<file path="src/rtl/bcd_to_binary_seq.sv">
// Sequential BCD-to-binary converter (reverse double dabble).
// Optional input digit check: define BCD_DIGIT_CHECK_EN.
module bcd_to_binary_seq #(
  parameter int DIGITS = 3,
  parameter int BIN_W  = 10
) (
  input  logic                  clk,
  input  logic                  rst,
  input  logic                  start,
  input  logic [4*DIGITS-1:0]   bcd_in,
  output logic                  busy,
  output logic                  done,
  output logic [BIN_W-1:0]      bin_out,
  output logic                  err
);

  localparam int BW = 4 * DIGITS;
  localparam int CW = $clog2(BIN_W + 1);

  typedef enum logic {
    IDLE,
    SHIFT
  } state_t;

  state_t           state;
  state_t           state_d;
  logic [BW-1:0]    bcd_reg;
  logic [BW-1:0]    bcd_d;
  logic [BW-1:0]    bcd_step;
  logic [BIN_W-1:0] res_reg;
  logic [BIN_W-1:0] res_d;
  logic [BIN_W-1:0] res_step;
  logic [BIN_W-1:0] bin_d;
  logic [CW-1:0]    cnt;
  logic [CW-1:0]    cnt_d;
  logic             busy_d;
  logic             done_d;
  logic             last;
  logic             reject;

`ifdef BCD_DIGIT_CHECK_EN
  logic err_q;
  logic err_d;

  // Flag any input digit above 9 so the job is rejected up front
  always_comb begin
    reject = 1'b0;
    for (int i = 0; i < DIGITS; i++) begin
      if (bcd_in[4*i +: 4] > 4'd9) begin
        reject = 1'b1;
      end
    end
  end

  assign err = err_q;
`else
  assign reject = 1'b0;
  assign err    = 1'b0;
`endif

  // One iteration: shift the pair right, then correct digits >= 8 by -3
  always_comb begin
    bcd_step = bcd_reg >> 1;
    res_step = {bcd_reg[0], res_reg[BIN_W-1:1]};
    for (int i = 0; i < DIGITS; i++) begin
      if (bcd_step[4*i+3]) begin
        bcd_step[4*i +: 4] = bcd_step[4*i +: 4] - 4'd3;
      end
    end
  end

  assign last = (cnt == CW'(BIN_W - 1));

  // Next-state and next-register values for the controller and datapath
  always_comb begin
    state_d = state;
    bcd_d   = bcd_reg;
    res_d   = res_reg;
    cnt_d   = cnt;
    busy_d  = busy;
    done_d  = 1'b0;
    bin_d   = bin_out;
`ifdef BCD_DIGIT_CHECK_EN
    err_d   = err_q;
`endif
    unique case (state)
      IDLE: begin
        if (start) begin
          if (reject) begin
            done_d = 1'b1;
            bin_d  = '0;
            busy_d = 1'b0;
`ifdef BCD_DIGIT_CHECK_EN
            err_d  = 1'b1;
`endif
          end else begin
            bcd_d   = bcd_in;
            res_d   = '0;
            cnt_d   = '0;
            busy_d  = 1'b1;
            state_d = SHIFT;
          end
        end
      end
      SHIFT: begin
        bcd_d = bcd_step;
        res_d = res_step;
        cnt_d = cnt + CW'(1);
        if (last) begin
          bin_d   = res_step;
          done_d  = 1'b1;
          busy_d  = 1'b0;
          state_d = IDLE;
`ifdef BCD_DIGIT_CHECK_EN
          err_d   = 1'b0;
`endif
        end
      end
      default: begin
        state_d = IDLE;
        busy_d  = 1'b0;
      end
    endcase
  end

  // State and datapath registers, cleared asynchronously
  always_ff @(posedge clk or posedge rst) begin
    if (rst) begin
      state   <= IDLE;
      bcd_reg <= '0;
      res_reg <= '0;
      cnt     <= '0;
      busy    <= 1'b0;
      done    <= 1'b0;
      bin_out <= '0;
`ifdef BCD_DIGIT_CHECK_EN
      err_q   <= 1'b0;
`endif
    end else begin
      state   <= state_d;
      bcd_reg <= bcd_d;
      res_reg <= res_d;
      cnt     <= cnt_d;
      busy    <= busy_d;
      done    <= done_d;
      bin_out <= bin_d;
`ifdef BCD_DIGIT_CHECK_EN
      err_q   <= err_d;
`endif
    end
  end

endmodule

</file>
<file path="config.mk">
export PLATFORM = sky130hd
export DESIGN_NAME = bcd_to_binary_seq
export DESIGN_NICKNAME = d
export VERILOG_FILES = /design/src/rtl/bcd_to_binary_seq.sv
export SDC_FILE = /design/constraint.sdc
export NUM_CORES = 1
export LEC_CHECK = 0
export BUFFER_PORTS_ARGS = -buffer_cell sky130_fd_sc_hd__clkbuf_2
export CAP_MARGIN = 20
export CORE_MARGIN = 2
export CORE_UTILIZATION = 35
export DETAILED_ROUTE_END_ITERATION = 6
export GPL_TIMING_DRIVEN = 0
export RECOVER_POWER = 50
export SYNTH_ARGS = -nofsm -noshare
export SYNTH_HDL_FRONTEND = slang
export SYNTH_SLANG_ARGS = --single-unit
</file>
<file path="constraint.sdc">
create_clock -name clk -period 1.8 [get_ports clk]
set_clock_uncertainty 0.15 [all_clocks]
set_input_delay 0.09 -clock clk [delete_from_list [all_inputs] [get_ports clk]]
set_output_delay 0.09 -clock clk [all_outputs]
set_load 0.03 [all_outputs]
</file>
==> results.sh, run 1 <==
export IMPL_status="finished clean"
export IMPL_drc=0
export IMPL_drive_gt1_share_pct=19.50
export IMPL_p_switching_w=0.001364
export IMPL_worst_skew_pair_late_latency_ps=290
export IMPL_maxSlewHeadroom_pct=46.61
export IMPL_placed_cells=247
export IMPL_p_clk_share_pct=19.2
export IMPL_yosysSeqAreaShare_pct=53.79
export IMPL_cts_setup_buffers=0
export IMPL_setup_tns_ps=0
export IMPL_diodes=0
export IMPL_wirelength_um=3321
export IMPL_p_leak_nw=1.051
export IMPL_cts_root_buf="clkbuf_8"
export IMPL_power_frac_comb_pct=39.2
export IMPL_cts_buffer_depth=2
export IMPL_h_tree_depth=2
export IMPL_hold_buffers=12
export IMPL_dieArea_mm2=0.005636
export IMPL_crit_type="register to register"
export IMPL_drtAntennaViolNets=0
export IMPL_min_path_type="input pin to register"
export IMPL_drv_slew=0
export IMPL_drt_iter0_markers=74
export IMPL_cts_tree="built"
export IMPL_antenna_found_initial=0
export IMPL_cp_start_kind="register"
export IMPL_post_route_min_period_ps=1578
export IMPL_rsz0062_at_grt="no"
export IMPL_wire_per_inst_um=12.44
export IMPL_finalHoldViolations=0
export IMPL_largest_reg_flops=12
export IMPL_synth_cell_types=27
export IMPL_syn_nets=174
export IMPL_grt_ovfl_total=0
export IMPL_core_area_mm2=0.004786
export IMPL_final_cells=267
export IMPL_grt_max_degree=39
export IMPL_syn_inst=155
export IMPL_hpwl_um=2185
export IMPL_cts_buffers=5
export IMPL_fin_nets=218
export IMPL_cp_required_ps=1830
export IMPL_setup_viol=0
export IMPL_max_freq_mhz=633.9
export IMPL_clkTransAtPathRegs_ps=70
export IMPL_rows=25
export IMPL_io_buffers=25
export IMPL_crit_arrival_ps=1610
export IMPL_r2r_cells=4
export IMPL_fp_dieW_um=75.07
export IMPL_initial_core_util_pct=36.94
export IMPL_ys_seq_elements=38
export IMPL_maxCapViolations=0
export IMPL_tightest_slew_ps=799.7
export IMPL_seq_power_share_pct=41.5
export IMPL_die_y_um=75.07
export IMPL_synth_async_reset_ratio_pct=100.0
export IMPL_synth_avg_cell_area_um2=11.41
export IMPL_first_pass_iters=4
export IMPL_syn2layout_area_growth_pct=23.71
export IMPL_post_cts_resize_count=0
export IMPL_synth_flop_cell="dfrtp_1"
export IMPL_hold_ws_ps=51.66
export IMPL_synth_warnings=0
export IMPL_hold_path_depth=3
export IMPL_ir_worst_vdd_uv=739.8
export IMPL_io_pins=28
export IMPL_routed_via_density=4.543
export IMPL_via_count=1213
export IMPL_synth_edf_count=0
export IMPL_clock_sinks=38
export IMPL_critPathMaxFanout=10
export IMPL_fin_crit_sh_pct=87.64
export IMPL_grt_pass1_vias=1248
export IMPL_gp_congestion=0.7398
export IMPL_crit_path_end_kind="register"
export IMPL_globalRouteTotalUtil_pct=13.50
export IMPL_mappedNetlistArea_mm2=0.001768
export IMPL_p_int_w=0.002310
export IMPL_power_density_mw_per_mm2=1680
export IMPL_p_sw_share_pct=37.14
export IMPL_grt_first_pass_wirelength_um=5616
[power by group through the flow]
stage,sequential [W],combinational [W],clock (W)
after global placement,0.00154,0.00144,0
after floorplan,0.00171,0.000932,0
after CTS,0.00153,0.00149,0.000723
after detailed placement,0.00154,0.00147,0
final,0.00153,0.00144,0.000707
after global routing,0.00158,0.00163,0.000761
[Yosys cell counts, drive strengths merged (2+ instances only)]
| cell type | n | area share (%) |
|---|---|---|
| dfrtp | 38 | 54 |
| nand2 | 17 | 3.6 |
| o21ai | 15 | 4.2 |
| nand2b | 12 | 4.2 |
| mux2 | 10 | 8.3 |
| buf | 9 | 3.2 |
| mux2i | 9 | 5.1 |
| a21oi | 7 | 2.0 |
| nor2b | 7 | 2.5 |
| a211oi | 4 | 1.7 |
| ha | 4 | 2.8 |
| inv | 4 | 0.85 |
| nor2 | 3 | 0.64 |
| xnor2 | 3 | 1.5 |
| xor2 | 3 | 1.5 |
| a22o | 2 | 0.99 |
[cell families (layout without fill, tap and decap cells)]
group	after synthesis	after routing	synth area share, %
muxes	19	19	13.38
buffers and inverters	14	59	4.246
AOI/OAI and AO/OA	31	31	10.40
xor gates and xnor gates	6	6	2.973
DFF	38	38	53.79
and+or+nand+nor	42	42	12.17
adders and majority gates	4	4	2.831
other	1	1	0.2121
[worst paths after layout]
| path | end | slack [ps] | from |
|---|---|---|---|
| setup / recovery | bin_out[9] | 220 | cnt[0] |
| hold / removal | busy | 50 | start |
| setup reg to reg | bin_out[9] | 220 | cnt[0] |
| hold reg to reg | bcd_reg[8] | 340 | bcd_reg[9] |
| max in group asynchronous | bcd_reg[5] | 650 | rst |
| min in group asynchronous | bin_out[1] | 340 | rst |
[final cells by class]
type,count,area [µm²]
Buffer,10,58.81
Clock buffer,7,76.32
Clock inverter,1,30.03
Fill cell,447,2599
Inverter,4,15.01
Multi-Input combinational cell,103,742.0
Sequential cell,38,950.9
Tap cell,67,83.83
Timing Repair Buffer,37,230.2
[per-stage QoR]
stage | area, µm² | total power [W] | utilization [%] | setup slack, ps
2_1_floorplan | 1768 | 0.002640 | - | 336.2
3_3_place_gp | 1977 | 0.002983 | 41.31 | 156.1
3_5_place_dp | 1977 | 0.003012 | 41.31 | 220.0
4_1_cts | 2203 | 0.003747 | 46.04 | 207.6
5_1_grt | 2187 | 0.003967 | 45.70 | 167.8
6_report | 2187 | 0.003674 | 45.70 | 222.4
[metal layers]
layer  wire (µm)  vias to the layer above  track usage [%]
li1            -                      608                -
met1        1693                      569            17.30
met2        1419                       29            21.44
met3         143                        7            3.614
met4          65                        0            5.952
met5           0                        -                0
[worst max-delay path: stages (launching register included)]
cell and delay (ps):
dfrtp_1 430, ha_1 220, nand4b_1 160, buf_6 200, mux2_4 310
[placed cells by master, fill, tap and decap left out, types with 2 or more instances in the layout]
cell / instances
buf_4: 2
a211oi_1: 4
mux2_4: 9
clkbuf_1: 16
xor2_1: 3
dfrtp_1: 38
mux2i_1: 9
clkbuf_2: 13
dlygate4sd3_1: 12
nand2_1: 17
inv_1: 3
nand2b_1: 12
a22o_1: 2
nor2_1: 3
a21oi_1: 7
nor2b_1: 7
buf_2: 5
clkbuf_8: 5
xnor2_1: 3
o21ai_0: 15
ha_1: 4
Note: power is estimated with default switching activity, not from simulation.
==> run 2: changes to the inputs <==
--- a/config.mk
+++ b/config.mk
@@ -6,11 +6,11 @@
 export NUM_CORES = 1
 export LEC_CHECK = 0
 export BUFFER_PORTS_ARGS = -buffer_cell sky130_fd_sc_hd__clkbuf_2
-export CAP_MARGIN = 20
-export CORE_MARGIN = 2
+export CORE_MARGIN = 1.5
 export CORE_UTILIZATION = 35
 export DETAILED_ROUTE_END_ITERATION = 6
 export GPL_TIMING_DRIVEN = 0
+export MAX_ROUTING_LAYER = met4
 export RECOVER_POWER = 50
 export SYNTH_ARGS = -nofsm -noshare
 export SYNTH_HDL_FRONTEND = slang
==> run 2 against run 1 <==
  * Global-route usage up 1.5 points
  * Combinational power is essentially flat
  * Worst setup slack improved by 26 ps
  * Clock power fell by 12%
  * Wire length is 0.84% higher
  * Maximum frequency up 1.7%
  * Sequential power is essentially flat
  * Sequential share of layout area grew 0.23 points
  * Count of clock-buffer cells in the layout is 1 lower
  * Hold slack worse by 31 ps
  * Largest power group unchanged
==> results.sh, run 2 (synthesized netlist as in run 1, its figures left out) <==
export IMPL_status="finished clean"
export IMPL_min_path_type="input pin to register"
export IMPL_cts_root_buf="clkbuf_8"
export IMPL_cts_tree="built"
export IMPL_max_freq_mhz=644.5
export IMPL_syn2layout_area_growth_pct=23.07
export IMPL_die_y_um=74.07
export IMPL_drtAntennaViolNets=0
export IMPL_first_pass_iters=4
export IMPL_worst_skew_pair_late_latency_ps=290
export IMPL_grt_first_pass_wirelength_um=5927
export IMPL_p_int_w=0.002203
export IMPL_gp_congestion=0.7078
export IMPL_ir_worst_vdd_uv=667.2
export IMPL_io_pins=28
export IMPL_cp_start_kind="register"
export IMPL_crit_arrival_ps=1590
export IMPL_maxSlewHeadroom_pct=46.69
export IMPL_dieArea_mm2=0.005486
export IMPL_diodes=0
export IMPL_rows=25
export IMPL_most_common_layout_cells="dfrtp_1 (38), nand2_1 (17), o21ai_0 (15)"
export IMPL_tightest_slew_ps=798.5
export IMPL_power_density_mw_per_mm2=1649
export IMPL_maxCapViolations=0
export IMPL_crit_path_end_kind="register"
export IMPL_power_frac_comb_pct=40.1
export IMPL_grt_max_degree=39
export IMPL_layout_commonest_cell="dfrtp_1"
export IMPL_p_clk_share_pct=17.3
export IMPL_crit_type="register to register"
export IMPL_cp_required_ps=1830
export IMPL_drv_slew=0
export IMPL_cts_buffers=5
export IMPL_via_count=1214
export IMPL_p_switching_w=0.001384
export IMPL_final_core_util_pct=45.46
export IMPL_reg2reg_slack_ps=250
export IMPL_io_buffers=25
export IMPL_drive_gt1_share_pct=20.50
export IMPL_p_leak_nw=1.045
export IMPL_largest_reg_flops=12
export IMPL_wirelength_um=3349
export IMPL_critPathMaxFanout=10
export IMPL_wire_per_inst_um=12.54
export IMPL_cts_buffer_depth=2
export IMPL_clkTransAtPathRegs_ps=80
export IMPL_globalRouteTotalUtil_pct=15.01
export IMPL_fin_nets=218
export IMPL_post_route_min_period_ps=1552
export IMPL_grt_pass1_vias=1235
export IMPL_seq_power_share_pct=42.6
export IMPL_core_area_mm2=0.004786
export IMPL_fp_dieW_um=74.07
export IMPL_drt_iter0_markers=77
export IMPL_setup_tns_ps=0
export IMPL_p_sw_share_pct=38.58
export IMPL_hpwl_um=2173
export IMPL_initial_core_util_pct=36.94
export IMPL_drc=0
export IMPL_routed_via_density=4.547
export IMPL_clock_sinks=38
export IMPL_antenna_found_initial=0
export IMPL_grt_ovfl_total=0
export IMPL_setup_viol=0
export IMPL_finalHoldViolations=0
export IMPL_h_tree_depth=2
export IMPL_fin_crit_sh_pct=86.20
export IMPL_rsz0062_at_grt="no"
run 2: path summary, 6_finish.rpt:
check / from / endpoint / cells past startpoint
setup / recovery: cnt[0] / bin_out[0] / 4
hold / removal: bcd_in[3] / bcd_reg[3] / 4
setup reg to reg: cnt[0] / bin_out[0] / 4
hold reg to reg: bcd_reg[9] / bcd_reg[8] / 2
max in group asynchronous: rst / bcd_reg[0] / 3
min in group asynchronous: rst / bin_out[1] / 3
run 2: area by class of cell:
type / count / area (µm²)
Fill cell: 468 / 2610
Sequential cell: 38 / 950.9
Multi-Input combinational cell: 103 / 742.0
Timing Repair Buffer: 37 / 230.2
Tap cell: 67 / 83.83
Clock buffer: 6 / 82.58
Buffer: 10 / 58.81
Inverter: 4 / 15.01
Clock inverter: 2 / 12.51
run 2: timing repair:
action	in CTS	in global routing
gates resized for setup	0	0
buffers inserted	0	0
hold endpoints to repair	49	0
hold buffers	12	0
run 2: through the flow:
step / instances / total power, W / hold WS, ps / instance area (µm²) / setup slack [ps]
6_report: 267 / 0.003587 / 20.76 / 2176 / 248.4
5_1_grt: 267 / 0.003910 / 69.30 / 2176 / 187.6
4_1_cts: 267 / 0.003676 / 15.29 / 2192 / 234.5
3_5_place_dp: 247 / 0.003021 / 132.1 / 1977 / 247.8
3_3_place_gp: 247 / 0.002988 / 198.4 / 1977 / 128.0
2_1_floorplan: 155 / 0.002640 / 96.28 / 1768 / 336.2
run 2: power groups by stage:
stage                     logic (W)  clock network, W  registers, W
after floorplan            0.000932                 0       0.00171
after global placement      0.00145                 0       0.00154
after detailed placement    0.00147                 0       0.00155
after CTS                   0.00150          0.000642       0.00154
after global routing        0.00163          0.000683       0.00160
final                       0.00144          0.000619       0.00153
run 2: metal layers:
metal / wire length, µm / track usage (%) / vias up
li1: - / - / 609
met1: 1672 / 19.14 / 570
met2: 1459 / 22.22 / 31
met3: 167 / 5.285 / 4
met4: 51 / 4.938 / 0
met5: 0 / - / -
run 2: critical path, cell delays in order, from the launching register on:
cell	delay (ps)
dfrtp_1	420
ha_1	210
nand4b_1	150
buf_6	200
mux2_4	310
